--- config.mk ---
export PLATFORM = sky130hd
export DESIGN_NAME = serializador_10b
export DESIGN_NICKNAME = d
export VERILOG_FILES = /design/src/rtl/serdes_pkg.sv /design/src/rtl/contador_bits.sv /design/src/rtl/serializador_10b.sv
export SDC_FILE = /design/constraint.sdc
export NUM_CORES = 1
export LEC_CHECK = 0
export BUFFER_PORTS_ARGS = -buffer_cell sky130_fd_sc_hd__buf_2
export CAP_MARGIN = 20
export CORE_UTILIZATION = 32
export DETAILED_ROUTE_END_ITERATION = 8
export GPL_TIMING_DRIVEN = 0
export MAX_ROUTING_LAYER = met4
export SLEW_MARGIN = 5
export SYNTH_ARGS = -nofsm -noshare
export SYNTH_HDL_FRONTEND = slang
export SYNTH_SLANG_ARGS = --single-unit
--- constraint.sdc ---
create_clock -name clk -period 5.77 [get_ports clk]
set_clock_uncertainty 0.15 [all_clocks]
set_input_delay 0.577 -clock clk [delete_from_list [all_inputs] [get_ports clk]]
set_output_delay 0.577 -clock clk [all_outputs]
set_load 0.1 [all_outputs]
--- src/rtl/serdes_pkg.sv ---
// Shared constants and state encoding for the 10-bit serializer.
// Codewords are packed {j,h,g,f,i,e,d,c,b,a}; bit 0 is sent first.
package serdes_pkg;

    localparam int CW_WIDTH = 10;
    localparam logic [CW_WIDTH-1:0] K28_5_RDN = 10'h17C;
    localparam logic [CW_WIDTH-1:0] K28_5_RDP = 10'h283;

    typedef enum logic {
        SYNC = 1'b0,
        RUN  = 1'b1
    } state_t;

endpackage

--- src/rtl/contador_bits.sv ---
// Mod-10 bit-position counter. Resets to 9 so the first enabled edge
// after reset is a word load; tc flags the last bit slot of a word.
module contador_bits (
    input  logic       clk,
    input  logic       reset_L,
    input  logic       enb,
    output logic [3:0] count,
    output logic       tc
);

    always_ff @(posedge clk or negedge reset_L) begin
        if (!reset_L) begin
            count <= 4'd9;
        end else if (enb) begin
            count <= (count == 4'd9) ? 4'd0 : count + 4'd1;
        end
    end

    assign tc = (count == 4'd9);

endmodule

--- src/rtl/serializador_10b.sv ---
// Parallel-to-serial stage after the 8b/10b encoder: sends SYNC_WORDS commas
// after reset, then one upstream word per 10 enabled clocks, comma-filling gaps.
module serializador_10b
    import serdes_pkg::*;
#(
    parameter int                  SYNC_WORDS = 4,
    parameter logic [CW_WIDTH-1:0] COMMA      = K28_5_RDN
) (
    input  logic                clk,
    input  logic                reset_L,
    input  logic                enb,
    input  logic [CW_WIDTH-1:0] in_data,
    input  logic                in_valid,
    output logic                in_ready,
    output logic                out_serial,
    output logic                word_start,
    output logic                idle,
    output logic                underrun,
    output logic                synced
);

    localparam logic [7:0] SYNC_LAST = 8'(SYNC_WORDS - 1);

    state_t              state;
    logic [CW_WIDTH-1:0] shift_reg;
    logic [3:0]          bit_cnt;
    logic                tc;
    logic                load;
    logic [7:0]          sync_cnt;
    logic                loaded;

    contador_bits u_contador_bits (
        .clk     (clk),
        .reset_L (reset_L),
        .enb     (enb),
        .count   (bit_cnt),
        .tc      (tc)
    );

    assign load = enb & tc;

    // Handshake: a word is taken on the rising edge where in_valid and in_ready
    // are both high; in_ready is only offered in RUN on an enabled load edge.
    always_ff @(posedge clk or negedge reset_L) begin
        if (!reset_L) begin
            shift_reg <= '0;
            state     <= SYNC;
            sync_cnt  <= 8'd0;
            loaded    <= 1'b0;
            underrun  <= 1'b0;
            idle      <= 1'b0;
        end else begin
            underrun <= 1'b0;
            if (load) begin
                loaded <= 1'b1;
                if (state == SYNC) begin
                    shift_reg <= COMMA;
                    idle      <= 1'b1;
                    if (sync_cnt != 8'hFF) begin
                        sync_cnt <= sync_cnt + 8'd1;
                    end
                    if (sync_cnt == SYNC_LAST) begin
                        state <= RUN;
                    end
                end else if (in_valid) begin
                    shift_reg <= in_data;
                    idle      <= 1'b0;
                end else begin
                    shift_reg <= COMMA;
                    idle      <= 1'b1;
                    underrun  <= 1'b1;
                end
            end else if (enb) begin
                shift_reg <= {1'b0, shift_reg[CW_WIDTH-1:1]};
            end
        end
    end

    assign out_serial = shift_reg[0];
    assign word_start = loaded & (bit_cnt == 4'd0);
    assign in_ready   = (state == RUN) & load;
    assign synced     = (state == RUN);

endmodule

; After elaboration in Yosys (flattened, before gate mapping)
; Cells that the tools add are included.
[word_totals]
out_inout_bits = 6
ff_bits = 26
[classes]
n_bitwise = 4
n_reduce_logical = 3
addsub = 2
eq_ne = 3
muxes = 11
[op_table]
columns = op, n
row1 = 10-bit two-way mux, 4
row2 = 8-bit by 1-bit adder with 8-bit output (second input constant), 1
row3 = 8-bit by 2-bit equality test with 1-bit output (second input constant), 1
row4 = 8-bit != test (second input constant), 1
row5 = 1-bit two-way mux, 6
row6 = 4-bit by 1-bit adder with 4-bit output (second input constant), 1
row7 = 4-bit equality test (second input constant), 1
row8 = 4-bit logical NOT, 1
row9 = 4-bit two-way mux, 1
row10 = 1-bit bitwise AND, 3
row11 = 3-bit AND reduction, 1
row12 = 2-bit nonzero test, 1
row13 = 1-bit NOT, 1

; Depth between registers and ports, before layout
[depth]
word_depth = 3
mapped_depth = 5
ltp_nobuf = 5

; Hierarchy
; From an unflattened synthesis, not the netlist that was laid out.
[hier_totals]
cells_unflattened = 118
hier_area_um2 = 1219.9
[modules_own_cells]
columns = mod, n_inst, area_per_inst_um2, cells_each
row1 = serializador_10b, 1, 1026.0, 101
row2 = contador_bits, 1, 193.9, 17

; Least setup slack after synthesis
; Ideal clock, no wire load.
[synth_timing]
path_kind = flip-flop to output port
startpoint = reg state, in the netlist synced
endpoint = out in_ready
required_ps = 5043
path_buffers = 0
slack_ps = 3158
t_arrival_ps = 1885
stages_incl_launch_ff = 2
cell_sequence = dfrtp_1 and3_1
[synth_via]
elab_chain_cells = 1
[synth_rtl]
columns = element, line
row1 = "start, declared", serializador_10b.sv:24  ; state_t state;
row2 = "start signal, assigned", serializador_10b.sv:47  ; state <= SYNC;
row3 = "start signal, assigned", serializador_10b.sv:63  ; state <= RUN;
row4 = 1-bit bitwise AND, serializador_10b.sv:81  ; assign in_ready = (state == RUN) & load;
row5 = "end, declared", serializador_10b.sv:14  ; output logic in_ready,
; Every way passes these cells.

; Final worst setup path
[layout_timing]
startpoint = reg u_contador_bits.count[0]
endpoint = out in_ready
[layout_via]
elab_chain_cells = 3
[layout_rtl]
columns = element, line
row1 = "start, declared", contador_bits.sv:7  ; output logic [3:0] count,
row2 = "start signal, assigned", contador_bits.sv:15  ; count <= (count == 4'd9) ? 4'd0 : count + 4'd1;
row3 = 4-bit equality test, contador_bits.sv:19  ; assign tc = (count == 4'd9);
row4 = 1-bit bitwise AND, serializador_10b.sv:40  ; assign load = enb & tc;
row5 = 1-bit bitwise AND, serializador_10b.sv:81
; Every way passes these cells.

==> metrics.md <==
| Metric | Value |
|---|---|
| Slowest CP cell | `dfstp_2` |
| Crit-path max cell delay | `about 0.6 ns` |
| Postcts setup bufs | `0` |
| Slew HR | `62.4%` |
| F_max | `between 300 and 400 MHz` |
| Crit path max-delay family | `buffers and inverters` |
| Hold buffer count at cts | `0` |
| Routability congestion estimate | `0.773` |
| Post-synthesis net count | `~140` |
| Area Overhead vs Synth | `17.4%` |
| Core area | `roughly 0.0037 sq mm` |
| I/O pin count | `20` |
| Post-route DRC violation count | `0` |
| Max reg flops | `10` |
| Commonest non-fill, non-tap cell in the layout | `dfrtp_1` |
| Flop2flop setup slack | `3.82 ns` |
| Total power | `between 600 and 700 uW` |
| Kind of critical path | `flop to primary output` |
| Critical path capture point type | `primary output` |
| Sequence of cells on the critical path | `and4bb_1 -> buf_4 -> and3_1 -> buf_2` |
| Avg Inst Size Synth | `a little over 10 sq um` |
| Sequential share of the synthesized area | `around half` |
| Drt wl/cell | `around 13 microns` |
| N_diodes | `0` |
| Final slew viol count | `0` |
| Clock-pin slew on the worst setup and hold paths | `about 0.09 ns` |
| Layout cells sized above 1 | `20.3%` |
| Number of detailed-route iterations in the first pass | `4` |
| Leak pwr | `0.722 nW` |
| VDD IR max | `0.000190 V` |
| Tmin final | `between 2 and 3 ns` |
| Chip Height | `65.1 microns` |
| Total Routing Usage GR | `13.7%` |
| Die W | `roughly 65 microns` |
| CTS H-tree depth | `1` |
| Maximum Capacitance Violations | `0` |
| Flops & latches, synth | `26` |
| Final setup fails | `0` |
| Min Hold Slack | `between 0.1 and 0.15 ns` |
| Detail Placement HPWL | `~1.8 mm` |
| Layout Nets | `around 170` |
| Routed Antenna Nets | `0` |
| Power per cell area | `~440 mW/mm^2` |
| Final core area utilization | `about two fifths` |
| Ys Warns | `0` |
| Netlist cell types | `35` |
| Clk sink count | `26` |
| HP Class | `input pin to asynchronous set/reset pin` |
| CTS tree | `yes` |
| Drt total wl | `~2.5 mm` |
| Worst-case clock buffer depth | `2` |
| Crit path arrival time | `roughly 1.9 ns` |
| Clk_lat worst skew | `0.27 ns` |
| Post_cts resized | `0` |
| Post-route clock period utilization | `45.3%` |
| Cell row count | `22` |
| First-pass GRT wire length | `approximately 4.3 mm` |
| Largest net degree at the start of global routing | `27` |
| CP Launch Type | `flop` |
| DP Worst Slack | `around 3.4 ns` |
| Grt ovf | `0` |
| Mapped cell area | `between 0.001 and 0.0015 sq mm` |
| Final hold viol count | `0` |
| CP Buf/Inv Count | `2` |
| RSZ-0062 raised after global routing | `false` |
| Clock buffer count from CTS | `3` |
| Initial antenna violation count | `0` |
| Number of global-route vias before repair | `around 1000` |
| Starting DRT DRC Count | `36` |
| PnR worst setup slack | `approximately 3.2 ns` |
| Full die area | `0.00424 sq mm` |
| Post-Syn Instances | `126` |
| DR vias/cell | `roughly 5` |
| Least-Margin Pin Slew | `0.564 ns` |
| Starting Density | `34.0%` |
| Routed vias | `between 900 and 1000` |
| # port buffers | `18` |
| Status | `finished, final reports clean` |
| Clock root cell | `clkbuf_8` |
| CP required | `~5.0 ns` |
| Max FO, Critical Path | `9` |
| Setup tns final | `0 ns` |
| Most frequent cells in the layout | `24 x dfrtp_1, 18 x buf_2, 17 x nand2_1` |
==> metrics by stage <==
stage          cell area, sq um  std cells
2_1_floorplan              1270        126
3_3_place_gp               1420        192
3_5_place_dp               1420        192
4_1_cts                    1500        196
5_1_grt                    1500        196
6_report                   1500        196
==> cell families (layout without fill, tap and decap cells) <==
family,count (synthesis),count (layout),share of synthesized area (%)
simple gates,55,55,24.7
flops,26,26,51.3
compound gates,21,21,10.8
buf+inv,12,34,3.83
xor+xnor,7,7,4.81
mux,3,3,2.65
fa+ha+maj,2,2,1.96
==> cell type report <==
type / instances / area [sq um]
Clock buffer: 3 / 41.3
Sequential cell: 26 / 653
Clock inverter: 1 / 30.0
Multi-Input combinational cell: 88 / 572
Fill cell: 396 / 2250
Tap cell: 48 / 60.1
Timing Repair Buffer: 18 / 90.1
Inverter: 7 / 26.3
Buffer: 5 / 22.5
==> where the power goes <==
part	leakage (nW)	switching [mW]	internal, mW
Sequential	0.331	0.0496	0.241
Combinational	0.355	0.149	0.0704
Clock	0.0357	0.0552	0.0928
Total	0.722	0.254	0.404
==> path summary, 6_finish.rpt <==
| kind | start | endpoint | depth (start not counted) |
|---|---|---|---|
| max | u_contador_bits.count[0] | in_ready | 4 |
| min | reset_L | shift_reg[4] | 1 |
| max reg2reg | u_contador_bits.count[0] | sync_cnt[7] | 5 |
| min reg2reg | idle | idle | 2 |
| max in group asynchronous | reset_L | synced | 1 |
| min in group clk | idle | idle | 2 |
==> layer usage <==
metal,vias up,track usage [%],share of wire (%)
li1,486,-,-
met1,471,16.8,47
met2,16,22.0,47
met3,8,3.82,2.9
met4,0,4.08,2.4
met5,-,-,0
==> cell usage after synthesis <==
master / number / area share, %
nand4bb_1: 1 / 0.88
mux2_1: 2 / 1.8
nor3_2: 1 / 0.79
dfrtp_1: 24 / 47
nand2_1: 17 / 5.0
or2_2: 1 / 0.49
nand3_1: 7 / 2.8
a31oi_1: 3 / 1.5
a41o_1: 1 / 0.79
nor4b_1: 1 / 0.69
xor2_1: 6 / 4.1
nand4_1: 1 / 0.49
nor4_1: 1 / 0.49
nor2b_1: 3 / 1.5
o21ai_0: 10 / 3.9
nor2_1: 5 / 1.5
nand3b_4: 1 / 1.6
and2_1: 2 / 0.98
and3_1: 2 / 0.98
nand2b_1: 2 / 0.98
inv_1: 7 / 2.1
o311ai_0: 5 / 3.4
and4bb_1: 1 / 0.98
ha_1: 2 / 2.0
a21o_1: 1 / 0.59
or3_1: 1 / 0.49
dfstp_2: 2 / 4.1
clkbuf_1: 4 / 1.2
xnor2_1: 1 / 0.69
mux2_2: 1 / 0.88
nor3b_1: 2 / 1.2
nor3b_2: 1 / 0.98
o211ai_1: 1 / 0.59
buf_4: 1 / 0.59
nor3_1: 5 / 2.0
Note: power is estimated with default switching activity, not from simulation.
